File: config.mk
export PLATFORM = sky130hd
export DESIGN_NAME = button_conditioner
export DESIGN_NICKNAME = d
export VERILOG_FILES = /design/src/rtl/button_conditioner.sv
export SDC_FILE = /design/constraint.sdc
export NUM_CORES = 1
export LEC_CHECK = 0
export CELL_PAD_IN_SITES_DETAIL_PLACEMENT = 0
export CELL_PAD_IN_SITES_GLOBAL_PLACEMENT = 1
export CORE_UTILIZATION = 48
export CTS_BUF_LIST = sky130_fd_sc_hd__clkbuf_2 sky130_fd_sc_hd__clkbuf_4 sky130_fd_sc_hd__clkbuf_8
export CTS_CLUSTER_DIAMETER = 120
export DETAILED_ROUTE_END_ITERATION = 16
export PLACE_DENSITY_LB_ADDON = 0.1
export SKIP_CTS_REPAIR_TIMING = 1
export SLEW_MARGIN = 20
export SYNTH_ARGS = -nofsm -noshare
export SYNTH_HDL_FRONTEND = slang
export SYNTH_SLANG_ARGS = --single-unit
File: constraint.sdc
create_clock -name clk -period 3.4 [get_ports clk]
set_clock_uncertainty 0.05 [all_clocks]
set_input_delay 0.68 -clock clk [delete_from_list [all_inputs] [get_ports clk]]
set_output_delay 0.68 -clock clk [all_outputs]
set_load 0.01 [all_outputs]
File: src/rtl/button_conditioner.sv
// button_conditioner: multi-channel push-button front end.
// Each raw button is synchronised, debounced on a shared sample tick and
// decoded into one-clk-wide press/release/short/long/repeat pulses.
//
// Ports:
//   clk            system clock
//   rst            synchronous active-high reset
//   pb_in          raw asynchronous button levels, 1 = pressed
//   level          debounced button level
//   press_pulse    1-cycle pulse on debounced rise
//   release_pulse  1-cycle pulse on debounced fall
//   short_pulse    1-cycle pulse on release before the long threshold
//   long_pulse     1-cycle pulse when the hold reaches LONG_TICKS
//   repeat_pulse   1-cycle pulse every REPEAT_TICKS while held after long
module button_conditioner #(
  parameter int unsigned N_CH         = 3,
  parameter int unsigned CLK_DIV      = 1000000,
  parameter int unsigned DB_SAMPLES   = 4,
  parameter int unsigned LONG_TICKS   = 100,
  parameter int unsigned REPEAT_TICKS = 20
) (
  input  logic            clk,
  input  logic            rst,
  input  logic [N_CH-1:0] pb_in,
  output logic [N_CH-1:0] level,
  output logic [N_CH-1:0] press_pulse,
  output logic [N_CH-1:0] release_pulse,
  output logic [N_CH-1:0] short_pulse,
  output logic [N_CH-1:0] long_pulse,
  output logic [N_CH-1:0] repeat_pulse
);

  localparam int unsigned DIV_W    = (CLK_DIV > 2) ? $clog2(CLK_DIV) : 1;
  localparam int unsigned HOLD_MAX = (LONG_TICKS > REPEAT_TICKS) ? LONG_TICKS : REPEAT_TICKS;
  localparam int unsigned HOLD_W   = $clog2(HOLD_MAX + 1);

  localparam logic [DIV_W-1:0]  DIV_LAST = DIV_W'(CLK_DIV - 1);
  localparam logic [HOLD_W-1:0] LONG_CNT = HOLD_W'(LONG_TICKS);
  localparam logic [HOLD_W-1:0] REP_CNT  = HOLD_W'(REPEAT_TICKS);
  localparam logic              REP_EN   = (REPEAT_TICKS != 0);

  typedef enum logic [1:0] {
    IDLE    = 2'd0,
    PRESSED = 2'd1,
    HELD    = 2'd2
  } state_t;

  logic [DIV_W-1:0]      div_cnt;
  logic                  tick;
  logic [N_CH-1:0]       sync1, sync2;
  logic [DB_SAMPLES-1:0] samp    [N_CH];
  logic [DB_SAMPLES-1:0] samp_nx [N_CH];
  logic [N_CH-1:0]       level_d;
  logic [N_CH-1:0]       rise;

  state_t                state_q  [N_CH];
  state_t                state_nx [N_CH];
  logic [HOLD_W-1:0]     hold_q   [N_CH];
  logic [HOLD_W-1:0]     hold_nx  [N_CH];
  logic [HOLD_W-1:0]     hold_inc [N_CH];
  logic [N_CH-1:0]       long_nx, short_nx, rep_nx;

  // Shared sample-tick prescaler
  assign tick = (div_cnt == DIV_LAST);

  always_ff @(posedge clk) begin
    if (rst || tick) div_cnt <= '0;
    else             div_cnt <= div_cnt + 1'b1;
  end

  always_comb begin
    for (int unsigned ch = 0; ch < N_CH; ch++) begin
      samp_nx[ch] = {samp[ch][DB_SAMPLES-2:0], sync2[ch]};
    end
  end

  // Level is decided from the post-shift sample vector so that it moves on
  // the same tick edge that completes the run of equal samples.
  always_ff @(posedge clk) begin
    if (rst) begin
      sync1 <= '0;
      sync2 <= '0;
      level <= '0;
      for (int unsigned ch = 0; ch < N_CH; ch++) samp[ch] <= '0;
    end else begin
      sync1 <= pb_in;
      sync2 <= sync1;
      if (tick) begin
        for (int unsigned ch = 0; ch < N_CH; ch++) begin
          samp[ch] <= samp_nx[ch];
          if (&samp_nx[ch])       level[ch] <= 1'b1;
          else if (~|samp_nx[ch]) level[ch] <= 1'b0;
        end
      end
    end
  end

  assign rise = level & ~level_d;

  always_ff @(posedge clk) begin
    if (rst) begin
      level_d       <= '0;
      press_pulse   <= '0;
      release_pulse <= '0;
    end else begin
      level_d       <= level;
      press_pulse   <= rise;
      release_pulse <= ~level & level_d;
    end
  end

  // Saturating hold counter increment
  always_comb begin
    for (int unsigned ch = 0; ch < N_CH; ch++) begin
      hold_inc[ch] = (&hold_q[ch]) ? hold_q[ch] : hold_q[ch] + 1'b1;
    end
  end

  // Level drop has priority over tick counting, so a fall on the threshold
  // tick edge is only seen one cycle later: long fires, short does not.
  always_comb begin
    long_nx  = '0;
    short_nx = '0;
    rep_nx   = '0;
    for (int unsigned ch = 0; ch < N_CH; ch++) begin
      state_nx[ch] = state_q[ch];
      hold_nx[ch]  = hold_q[ch];
      case (state_q[ch])
        IDLE: begin
          if (rise[ch]) begin
            state_nx[ch] = PRESSED;
            hold_nx[ch]  = '0;
          end
        end
        PRESSED: begin
          if (!level[ch]) begin
            short_nx[ch] = 1'b1;
            state_nx[ch] = IDLE;
          end else if (tick) begin
            if (hold_inc[ch] == LONG_CNT) begin
              long_nx[ch]  = 1'b1;
              state_nx[ch] = HELD;
              hold_nx[ch]  = '0;
            end else begin
              hold_nx[ch]  = hold_inc[ch];
            end
          end
        end
        HELD: begin
          if (!level[ch]) begin
            state_nx[ch] = IDLE;
          end else if (REP_EN && tick) begin
            if (hold_inc[ch] == REP_CNT) begin
              rep_nx[ch]  = 1'b1;
              hold_nx[ch] = '0;
            end else begin
              hold_nx[ch] = hold_inc[ch];
            end
          end
        end
        default: state_nx[ch] = IDLE;
      endcase
    end
  end

  always_ff @(posedge clk) begin
    if (rst) begin
      short_pulse  <= '0;
      long_pulse   <= '0;
      repeat_pulse <= '0;
      for (int unsigned ch = 0; ch < N_CH; ch++) begin
        state_q[ch] <= IDLE;
        hold_q[ch]  <= '0;
      end
    end else begin
      short_pulse  <= short_nx;
      long_pulse   <= long_nx;
      repeat_pulse <= rep_nx;
      for (int unsigned ch = 0; ch < N_CH; ch++) begin
        state_q[ch] <= state_nx[ch];
        hold_q[ch]  <= hold_nx[ch];
      end
    end
  end

endmodule
==> metrics.md, run 1 <==
| Metric | Value |
|---|---|
| I/O Pins | 23 |
| # diodes | 0 |
| Placer Congestion | about 0.83 |
| Final Hold Viols | 0 |
| Die ar. | roughly 9000 µm² |
| Syn avg cell area | between 8 and 9 µm² |
| Cell row count | 33 |
| Post-synthesis sequential area ratio | 0.421 |
| Hold path endpoint | sync2[2] |
| Clk slew on worst S/H paths | ~0.090 ns |
| Setup_tns | 0 ns |
| Vias in the first global route | between 3000 and 4000 |
| Leakage | around 0.0017 µW |
| Max Cap Viol | 0 |
| I/O Buffers | 22 |
| First-pass GRT wire length | 15000 µm |
| DRC | 0 |
| Post-Synthesis Cell Area | ~4200 µm² |
| Routed len/inst | roughly 15 µm |
| Met1 Usage GRT | 0.290 |
| Yosys top cell area share | 0.356 |
| Post-synth EDFFs | 9 |
| Distinct cell type count after synthesis | between 60 and 70 |
| Critical Path Start | hold_q[0][14] |
| WHS Path Cells | 1 |
| R2r worst-path depth | 7 |
| Worst vdd ir | approximately 0.00026 V |
| Clock buffer depth | 2 |
| Area Overhead vs Synth | 12.0% |
| Critical path class | reg -> reg |
| Final worst path period need | between 2 and 3 ns |
| Max-Slew Margin vs Limit | 0.580 |
| CTS tree | done |
| Warnings, synthesis | 0 |
| Met2 Use GR | 0.345 |
| Syn Inst Count | 471 |
| Launching point of the worst reg2reg path | hold_q[0][14] |
| Critical-path maximum fanout | 11 |
| RSZ-0062 raised after global routing | no |
| Grt met3 use | 0.0431 |
| Detailed Route WL | about 8900 µm |
| Proportion of layout cells with a drive suffix above 1 | 0.0694 |
| CTS Buf Count | 9 |
| Net Count, Synth | 492 |
| GRT Residual Overflow | 0 |
| Slew Limit Fails | 0 |
| Final Cycle Share | 0.770 |
| Core ar. | just over 8000 µm² |
| Root Buffer | clkbuf_8 |
| DP HPWL | just over 6000 µm |
| GRT Util Overall | 0.212 |
| Endpoints failing setup | 0 |
| Die W | between 90 and 100 µm |
| Crit path DAT | roughly 2.8 ns |
| Status | completed |
| Fin nets | between 500 and 600 |
| Final antenna-violating net count | 0 |
| Largest net degree at the start of global routing | 37 |
| Htree depth | 3 |
| Die Y | between 90 and 100 µm |
| Worst-Skew Late Latency | 0.35 ns |
| Number of fillers in the final layout | about 770 |
| CP Capture Type | flop |
| Hold_sp | sync1[2] |
| Setup slack, reg-to-reg | about 0.78 ns |
| Worst hold slack | about 0.4 ns |
| Primary FF master, synth | dfxtp_1 |
| Startpoint types | flop |
| Crit path required time | between 3 and 4 ns |
| Worst-Margin Slew | approximately 0.63 ns |
| DR vias | 3451 |
| Worst reg2reg path endpoint | hold_q[0][16] |
| Most crowded layer after global routing | met2 |
| Placed inst area | 4430 µm² |
| Power Density | ~450 nW/µm² |
| Design area | roughly 4700 µm² |
| Share of flip-flops with an asynchronous set or reset | 0 |
| Vias per cell | just under 6 |
| Yosys top cell by area | dfxtp_1 |
| Tightest Hold Check Type | reg -> reg |
| Fmax | approximately 0.38 GHz |
| Starting density of the core | 0.501 |
| 1st-pass router iterations | 4 |
| #FFs+latches synth | between 80 and 90 |
| 1st-iter DRT viols | between 100 and 150 |
| Initial antenna violation count | 0 |
| Synth area leaders | dfxtp_1, edfxtp_1, ha_1, nor2_1, a21oi_1 |
| Clk sinks | 83 |
-- layout make-up --
cell class	instances	area, µm²	area share
clock inverters	5	76.3	0.0164
flip-flops and latches	83	1750	0.376
multi-input cells	346	2220	0.477
inverters	17	63.8	0.0137
repair buffers	28	265	0.0570
clock buffers	11	145	0.0312
well taps	105	131	0.0282
-- worst max-delay path, stage by stage, from the launching register on --
cell	delay, ns
dfxtp_1	0.41
ha_1	0.33
and3_1	0.24
or3_1	0.35
a311oi_1	0.58
o22ai_1	0.23
a31oi_1	0.23
nor3_1	0.07
-- report_power, final --
group          internal, µW  switching, µW
Sequential             1020           21.6
Combinational           107            164
Clock                   440            345
Total                  1560            531
-- cell usage after synthesis, drive strengths merged (5+ instances only) --
cell type,n
clkbuf,16
nand3,19
nor2b,10
nand4,17
nor3,18
edfxtp,9
xor2,11
nand2,32
nor4,6
and2,9
dfxtp,74
mux2i,5
o21ai,21
nor3b,5
a31oi,13
ha,16
and3,14
a211oi,5
o21a,5
nor2,42
and4,10
xnor2,9
inv,16
buf,9
a21oi,24
-- worst max path at each step --
| stage | end | slack, ns | cells past startpoint |
|---|---|---|---|
| 2_1_floorplan | samp[0][0] | 1.06 | 6 |
| 3_3_place_gp | hold_q[0][16] | 0.90 | 7 |
| 3_5_place_dp | hold_q[0][16] | 0.85 | 7 |
| 4_1_cts | hold_q[0][16] | 0.84 | 7 |
| 5_1_grt | hold_q[0][16] | 0.63 | 7 |
| 6_report | hold_q[0][16] | 0.78 | 7 |
-- per-stage QoR --
stage / setup slack, ns / utilization / std cells / total power, µW
final: 0.781 / 0.561 / 595 / 2090
after global routing: 0.632 / 0.561 / 595 / 2200
after CTS: 0.835 / 0.561 / 595 / 2110
after detailed placement: 0.849 / 0.534 / 579 / 1330
after global placement: 0.897 / 0.534 / 579 / 1330
after floorplan: 1.06 / - / 471 / 1250
-- cells in the final DEF, fill, tap and decap left out, types with 6 or more instances in the layout --
| master | synthesis | routed |
|---|---|---|
| dfxtp_1 | 74 | 74 |
| nor2_1 | 41 | 41 |
| nand2_1 | 32 | 32 |
| a21oi_1 | 24 | 24 |
| clkdlybuf4s50_1 | 0 | 22 |
| o21ai_0 | 20 | 20 |
| nand3_1 | 19 | 19 |
| nor3_1 | 18 | 18 |
| nand4_1 | 17 | 17 |
| inv_1 | 16 | 16 |
| ha_1 | 16 | 16 |
| a31oi_1 | 13 | 13 |
| and3_1 | 12 | 12 |
| xor2_1 | 11 | 11 |
| and4_1 | 10 | 10 |
| nor2b_1 | 10 | 10 |
| clkbuf_8 | 0 | 10 |
| xnor2_1 | 9 | 9 |
| and2_1 | 9 | 9 |
| edfxtp_1 | 9 | 9 |
| nor4_1 | 6 | 6 |
| buf_4 | 1 | 6 |
-- state kept, by name (all words and copies together) (netlist names) --
signal         count
hold_q            21
div_cnt           20
samp               9
state_q            6
level              3
level_d            3
long_pulse         3
press_pulse        3
release_pulse      3
repeat_pulse       3
short_pulse        3
sync1              3
sync2              3
-- per-layer routing --
layer | wire [µm] | part of all wire | vias to the layer above
met5 | 0 | 0 | -
met4 | 59 | 0.0067 | 0
met3 | 310 | 0.035 | 6
met2 | 4080 | 0.46 | 56
met1 | 4410 | 0.50 | 1630
li1 | - | - | 1759
-- kinds of logic (layout without fill, tap and decap cells) --
family / count (synthesis) / after routing / share of synthesized area
and+or+nand+nor: 203 / 203 / 0.268
AOI/OAI and AO/OA: 102 / 102 / 0.164
DFF: 83 / 83 / 0.421
buffers and inverters: 42 / 61 / 0.0442
xor gates and xnor gates: 20 / 20 / 0.0421
adders and majority gates: 16 / 16 / 0.0481
muxes: 5 / 5 / 0.0120
(Power assumes the default switching activity.)
==> inputs of run 2 (changes only) <==
CORE_UTILIZATION = 43   (was 48)
clock period = 2.3 ns   (was 3.4 ns; I/O delays follow)
==> run 2 against run 1 <==
  * Flip-flop and latch count stayed put
  * First-iteration DRC count is 25% lower
  * Sequential share of layout area is 2.8 points lower
  * Non-clock buffer count is 34 higher
  * Sequential power is 47% higher
  * Power is 61% higher
  * Highest routed layer unchanged
==> metrics.md, run 2 (same netlist as run 1, synthesis figures left out) <==
| Metric | Value |
|---|---|
| Clock buffer depth | 2 |
| Tightest Hold Check Type | reg -> reg |
| Critical Path Start | hold_q[0][7] |
| Most common cell after layout, fill and taps aside | dfxtp_1 |
| Worst-Margin Slew | between 0.4 and 0.5 ns |
| CTS Buf Count | 9 |
| Leakage | around 0.0019 µW |
| Largest net degree at the start of global routing | 24 |
| Htree depth | 3 |
| Power Density | approximately 670 nW/µm² |
| Crit-path cells | ha_1 > and3_1 > a41o_1 > a2111o_1 > a211oi_2 > a31oi_1 > mux2i_1 |
| Fin nets | 540 |
| Biggest register | hold_q |
| Endpoints failing setup | 0 |
| Worst path bufs/invs | 0 |
| Core ar. | a little over 9000 µm² |
| Crit-path slowest cell | a2111o_1 |
| DR vias | between 3000 and 4000 |
| Proportion of layout cells with a drive suffix above 1 | 0.149 |
| GRT Residual Overflow | 0 |
| Die ar. | 10100 µm² |
| 1st-iter DRT viols | approximately 110 |
| Area Overhead vs Synth | 21.1% |
| Fmax | between 0.4 and 0.5 GHz |
| First-pass GRT wire length | around 15000 µm |
| Root Buffer | clkbuf_8 |
| Status | completed |
| I/O Pins | 23 |
| Slew Limit Fails | 0 |
| Launching point of the worst reg2reg path | hold_q[0][7] |
| Cell row count | 35 |
| Crit path required time | between 2 and 3 ns |
| CTS tree | done |
| Fin util | 0.542 |
| Max Cap Viol | 0 |
| Final antenna-violating net count | 0 |
| WHS Path Cells | 1 |
| 1st-pass router iterations | 4 |
| # diodes | 0 |
| Final Hold Viols | 0 |
| Final Cycle Share | 0.967 |
| DRC | 0 |
| GRT Util Overall | 0.191 |
| R2r worst-path depth | 7 |
| DP HPWL | roughly 6500 µm |
| Hold path endpoint | sync2[2] |
| Setup slack, reg-to-reg | 0.08 ns |
| Placer Congestion | 0.815 |
| Worst vdd ir | around 0.00039 V |
| Stages on worst setup path | 7 |
| Regs by FF count | hold_q: 21 flops, div_cnt: 20 flops, samp: 9 flops |
| Detailed Route WL | 9260 µm |
| Starting density of the core | 0.448 |
| Commonest cells after routing, fill and taps aside | dfxtp_1, nor2_1, buf_4 |
| Critical path class | reg -> reg |
| Startpoint types | flop |
| Vias in the first global route | 3344 |
| Final worst path period need | ~2.2 ns |
| Number of fillers in the final layout | about 860 |
| Worst-Skew Late Latency | about 0.36 ns |
| Worst reg2reg path endpoint | state_q[0][2] |
| Crit path DAT | around 2.4 ns |
| Placed cell count | roughly 640 |
| Vias per cell | 5.48 |
| Max FFs per register | 21 |
| CP Capture Type | flop |
| I/O Buffers | 22 |
| Max-Slew Margin vs Limit | 0.683 |
| Final Non-Filler Cells | about 650 |
| Clk slew on worst S/H paths | around 0.090 ns |
| Die W | 100 µm |
| Hold_sp | sync1[2] |
| Worst path top cell family by delay | compound AO/OA/AOI/OAI gates |
| Routed len/inst | between 10 and 15 µm |
| Clk sinks | a little over 80 |
| Slowest stage delay, CP | 0.51 ns |
| Die Y | 100 µm |
| Critical-path maximum fanout | 5 |
| Initial antenna violation count | 0 |
-- run 2: cell count changes in the layout (fill, tap and decap cells not counted), moves of 2 or more --
cell       before  now
a21oi_2         0    2
ha_1           16   14
clkinv_2        2    0
bufinv_16       2    4
ha_2            0    2
a21oi_1        24   22
buf_4           6   40
-- run 2: metrics by stage --
step                hold slack (ns)  power, µW  setup slack (ns)  instance area (µm²)  setup TNS [ns]
floorplan                     0.363       1850            0.0299                 4160               0
global placement              0.374       1990            0.0320                 4700               0
detailed placement            0.380       1990            0.0118                 4700               0
CTS                           0.399       3360           -0.0142                 4970         -0.0142
global route                  0.410       3500         -0.000645                 5030       -0.000645
finish                        0.399       3360            0.0763                 5030               0
-- run 2: worst max-delay path by stage --
stage,to,slack (ns)
global route,hold_q[0][11],-0.0006
global placement,hold_q[0][9],0.03
detailed placement,hold_q[0][1],0.01
finish,state_q[0][2],0.08
floorplan,hold_q[0][12],0.03
CTS,hold_q[0][1],-0.01
-- run 2: report_power, final --
part           leakage [µW]  switching, µW  total [µW]  internal [µW]
combinational       0.00107            264         461            197
sequential         0.000685           27.9        1530           1500
clock              0.000127            545        1370            829
total               0.00188            837        3360           2530
-- run 2: layer usage --
metal  global-route usage  share of wire
met1                0.253           0.51
met2                0.307           0.45
met3               0.0432          0.038
met5                    0              0
met4               0.0680         0.0087
-- run 2: final cells by class --
type / instances / area (µm²) / share of cell area
multi-input cells: 346 / 2270 / 0.451
repair buffers: 62 / 520 / 0.103
inverters: 17 / 63.8 / 0.0127
flip-flops and latches: 83 / 1750 / 0.348
clock inverters: 7 / 140 / 0.0278
clock buffers: 9 / 124 / 0.0246
well taps: 129 / 161 / 0.0321
==> inputs of run 3 (changes only) <==
CORE_UTILIZATION = 33   (was 43)
==> run 3 against run 2 <==
  * First-iteration DRC count is 56% higher
  * Critical path depth stayed put
  * Highest routed layer unchanged
  * Critical endpoint is now hold_q[0][11]
  * Setup slack improved by 0.026 ns
  * Design area rose by 1.8%
  * Clock power shrank 17%
  * Non-clock buffer count up 6
  * Die area rose by 30%
  * Power shrank 6.8%
  * Clock-buffer cell count rose by 5
  * Sequential power hardly changed
  * Critical path type unchanged
  * Core utilization is 12 points lower
  * Worst hold slack got worse by 0.0035 ns
==> metrics.md, run 3 (same netlist as run 1, synthesis figures left out) <==
| Metric | Value |
|---|---|
| Status | completed |
| Die W | ~110 µm |
| Placed inst area | 4780 µm² |
| CP Capture Type | flop |
| DRC | 0 |
| Crit path DAT | around 2.4 ns |
| Routed len/inst | ~14 µm |
| Regs by FF count | hold_q: 21 flops, div_cnt: 20 flops, samp: 9 flops |
| CTS tree | done |
| Clock buffer depth | 2 |
| Commonest cells after routing, fill and taps aside | dfxtp_1, buf_4, nor2_1 |
| 1st-pass router iterations | 4 |
| Final Non-Filler Cells | 698 |
| # diodes | 0 |
| Leakage | approximately 0.0019 µW |
| Fin nets | 546 |
| DR vias | approximately 3600 |
| Vias per cell | roughly 5.2 |
| Root Buffer | clkbuf_8 |
| Worst path top cell family by delay | compound AO/OA/AOI/OAI gates |
| 1st-iter DRT viols | 168 |
| Initial antenna violation count | 0 |
| Worst vdd ir | between 0.0002 and 0.00025 V |
| Number of fillers in the final layout | ~1200 |
| Worst path bufs/invs | 0 |
| Largest net degree at the start of global routing | 22 |
| Slew Limit Fails | 0 |
| Starting density of the core | 0.342 |
| Slowest stage delay, CP | about 0.5 ns |
| Worst-Skew Late Latency | around 0.37 ns |
| Worst-Margin Slew | approximately 0.37 ns |
| Biggest register | hold_q |
| Clk slew on worst S/H paths | about 0.080 ns |
| Startpoint types | flop |
| Vias in the first global route | 3391 |
| Critical path class | reg -> reg |
| Tot Pwr | between 3000 and 4000 µW |
| Placed cell count | just under 700 |
| Endpoints failing setup | 0 |
| I/O Buffers | 22 |
| Setup slack, reg-to-reg | 0.10 ns |
| Detailed Route WL | between 9000 and 10000 µm |
| Proportion of layout cells with a drive suffix above 1 | 0.172 |
| First-pass GRT wire length | 16200 µm |
| Core ar. | between 10000 and 15000 µm² |
| Crit-path slowest cell | a2111o_1 |
| Fmax | ~0.46 GHz |
| Power Density | 612 nW/µm² |
| Crit-path cells | ha_2 > and3_4 > a41o_1 > a2111o_1 > o31a_2 > o211ai_2 > a21oi_2 |
| Setup_tns | 0 ns |
| Final antenna-violating net count | 0 |
| Crit path required time | 2.50 ns |
| GRT Residual Overflow | 0 |
| Cell row count | 40 |
| Max Cap Viol | 0 |
| Design area | 5120 µm² |
| Critical-path maximum fanout | 5 |
| Die Y | 114 µm |
| Die ar. | around 13000 µm² |
| Clk sinks | a little over 80 |
| Final Cycle Share | 0.955 |
| Tightest Hold Check Type | reg -> reg |
| Placer Congestion | about 0.76 |
| Max FFs per register | 21 |
| DP HPWL | roughly 6900 µm |
| CTS Buf Count | 9 |
| GRT Util Overall | 0.157 |
| I/O Pins | 23 |
| Htree depth | 3 |
| Final worst path period need | roughly 2.2 ns |
| Max-Slew Margin vs Limit | 0.745 |
| Most common cell after layout, fill and taps aside | dfxtp_1 |
| Final Hold Viols | 0 |
| Area Overhead vs Synth | 23.2% |
-- run 3: per-layer routing --
layer | track usage | wire, µm | vias up | part of all wire
li1 | - | - | 1830 | -
met1 | 0.214 | 4960 | 1680 | 0.51
met2 | 0.244 | 4260 | 74 | 0.44
met3 | 0.0302 | 330 | 15 | 0.034
met4 | 0.0667 | 180 | 0 | 0.018
met5 | 0 | 0 | - | 0
-- run 3: stage by stage --
stage,worst slack (ns),util,hold WS [ns]
2_1_floorplan,0.0299,-,0.363
3_3_place_gp,-0.0315,0.393,0.372
3_5_place_dp,-0.0155,0.393,0.381
4_1_cts,-0.00560,0.410,0.395
5_1_grt,-0.00121,0.421,0.424
6_report,0.102,0.421,0.396
-- run 3: final cells by class --
type,count,area (µm²),share of cell area
multi-input cells,346,2310,0.452
flip-flops and latches,83,1760,0.343
repair buffers,68,563,0.110
well taps,168,210,0.0410
clock buffers,14,180,0.0352
inverters,17,63.8,0.0125
clock inverters,2,35.0,0.00684
-- run 3: worst reg2reg max path: stages, from the launching register on --
cell,delay [ns]
dfxtp_4,0.36
ha_2,0.18
and3_4,0.18
a41o_1,0.21
a2111o_1,0.51
o31a_2,0.35
o211ai_2,0.19
a21oi_2,0.07
-- run 3: path summary, 6_finish.rpt --
check               start       endpoint  cells past startpoint
max          hold_q[0][7]  hold_q[0][11]                      7
min            div_cnt[0]     div_cnt[0]                      1
max reg2reg  hold_q[0][7]  hold_q[0][11]                      7
min reg2reg    div_cnt[0]     div_cnt[0]                      1
-- run 3: where the power goes --
part           internal, µW  total (µW)  switching, µW
Clock                   615        1140            525
Sequential             1500        1530           28.5
Combinational           202         468            266
Total                  2320        3140            820
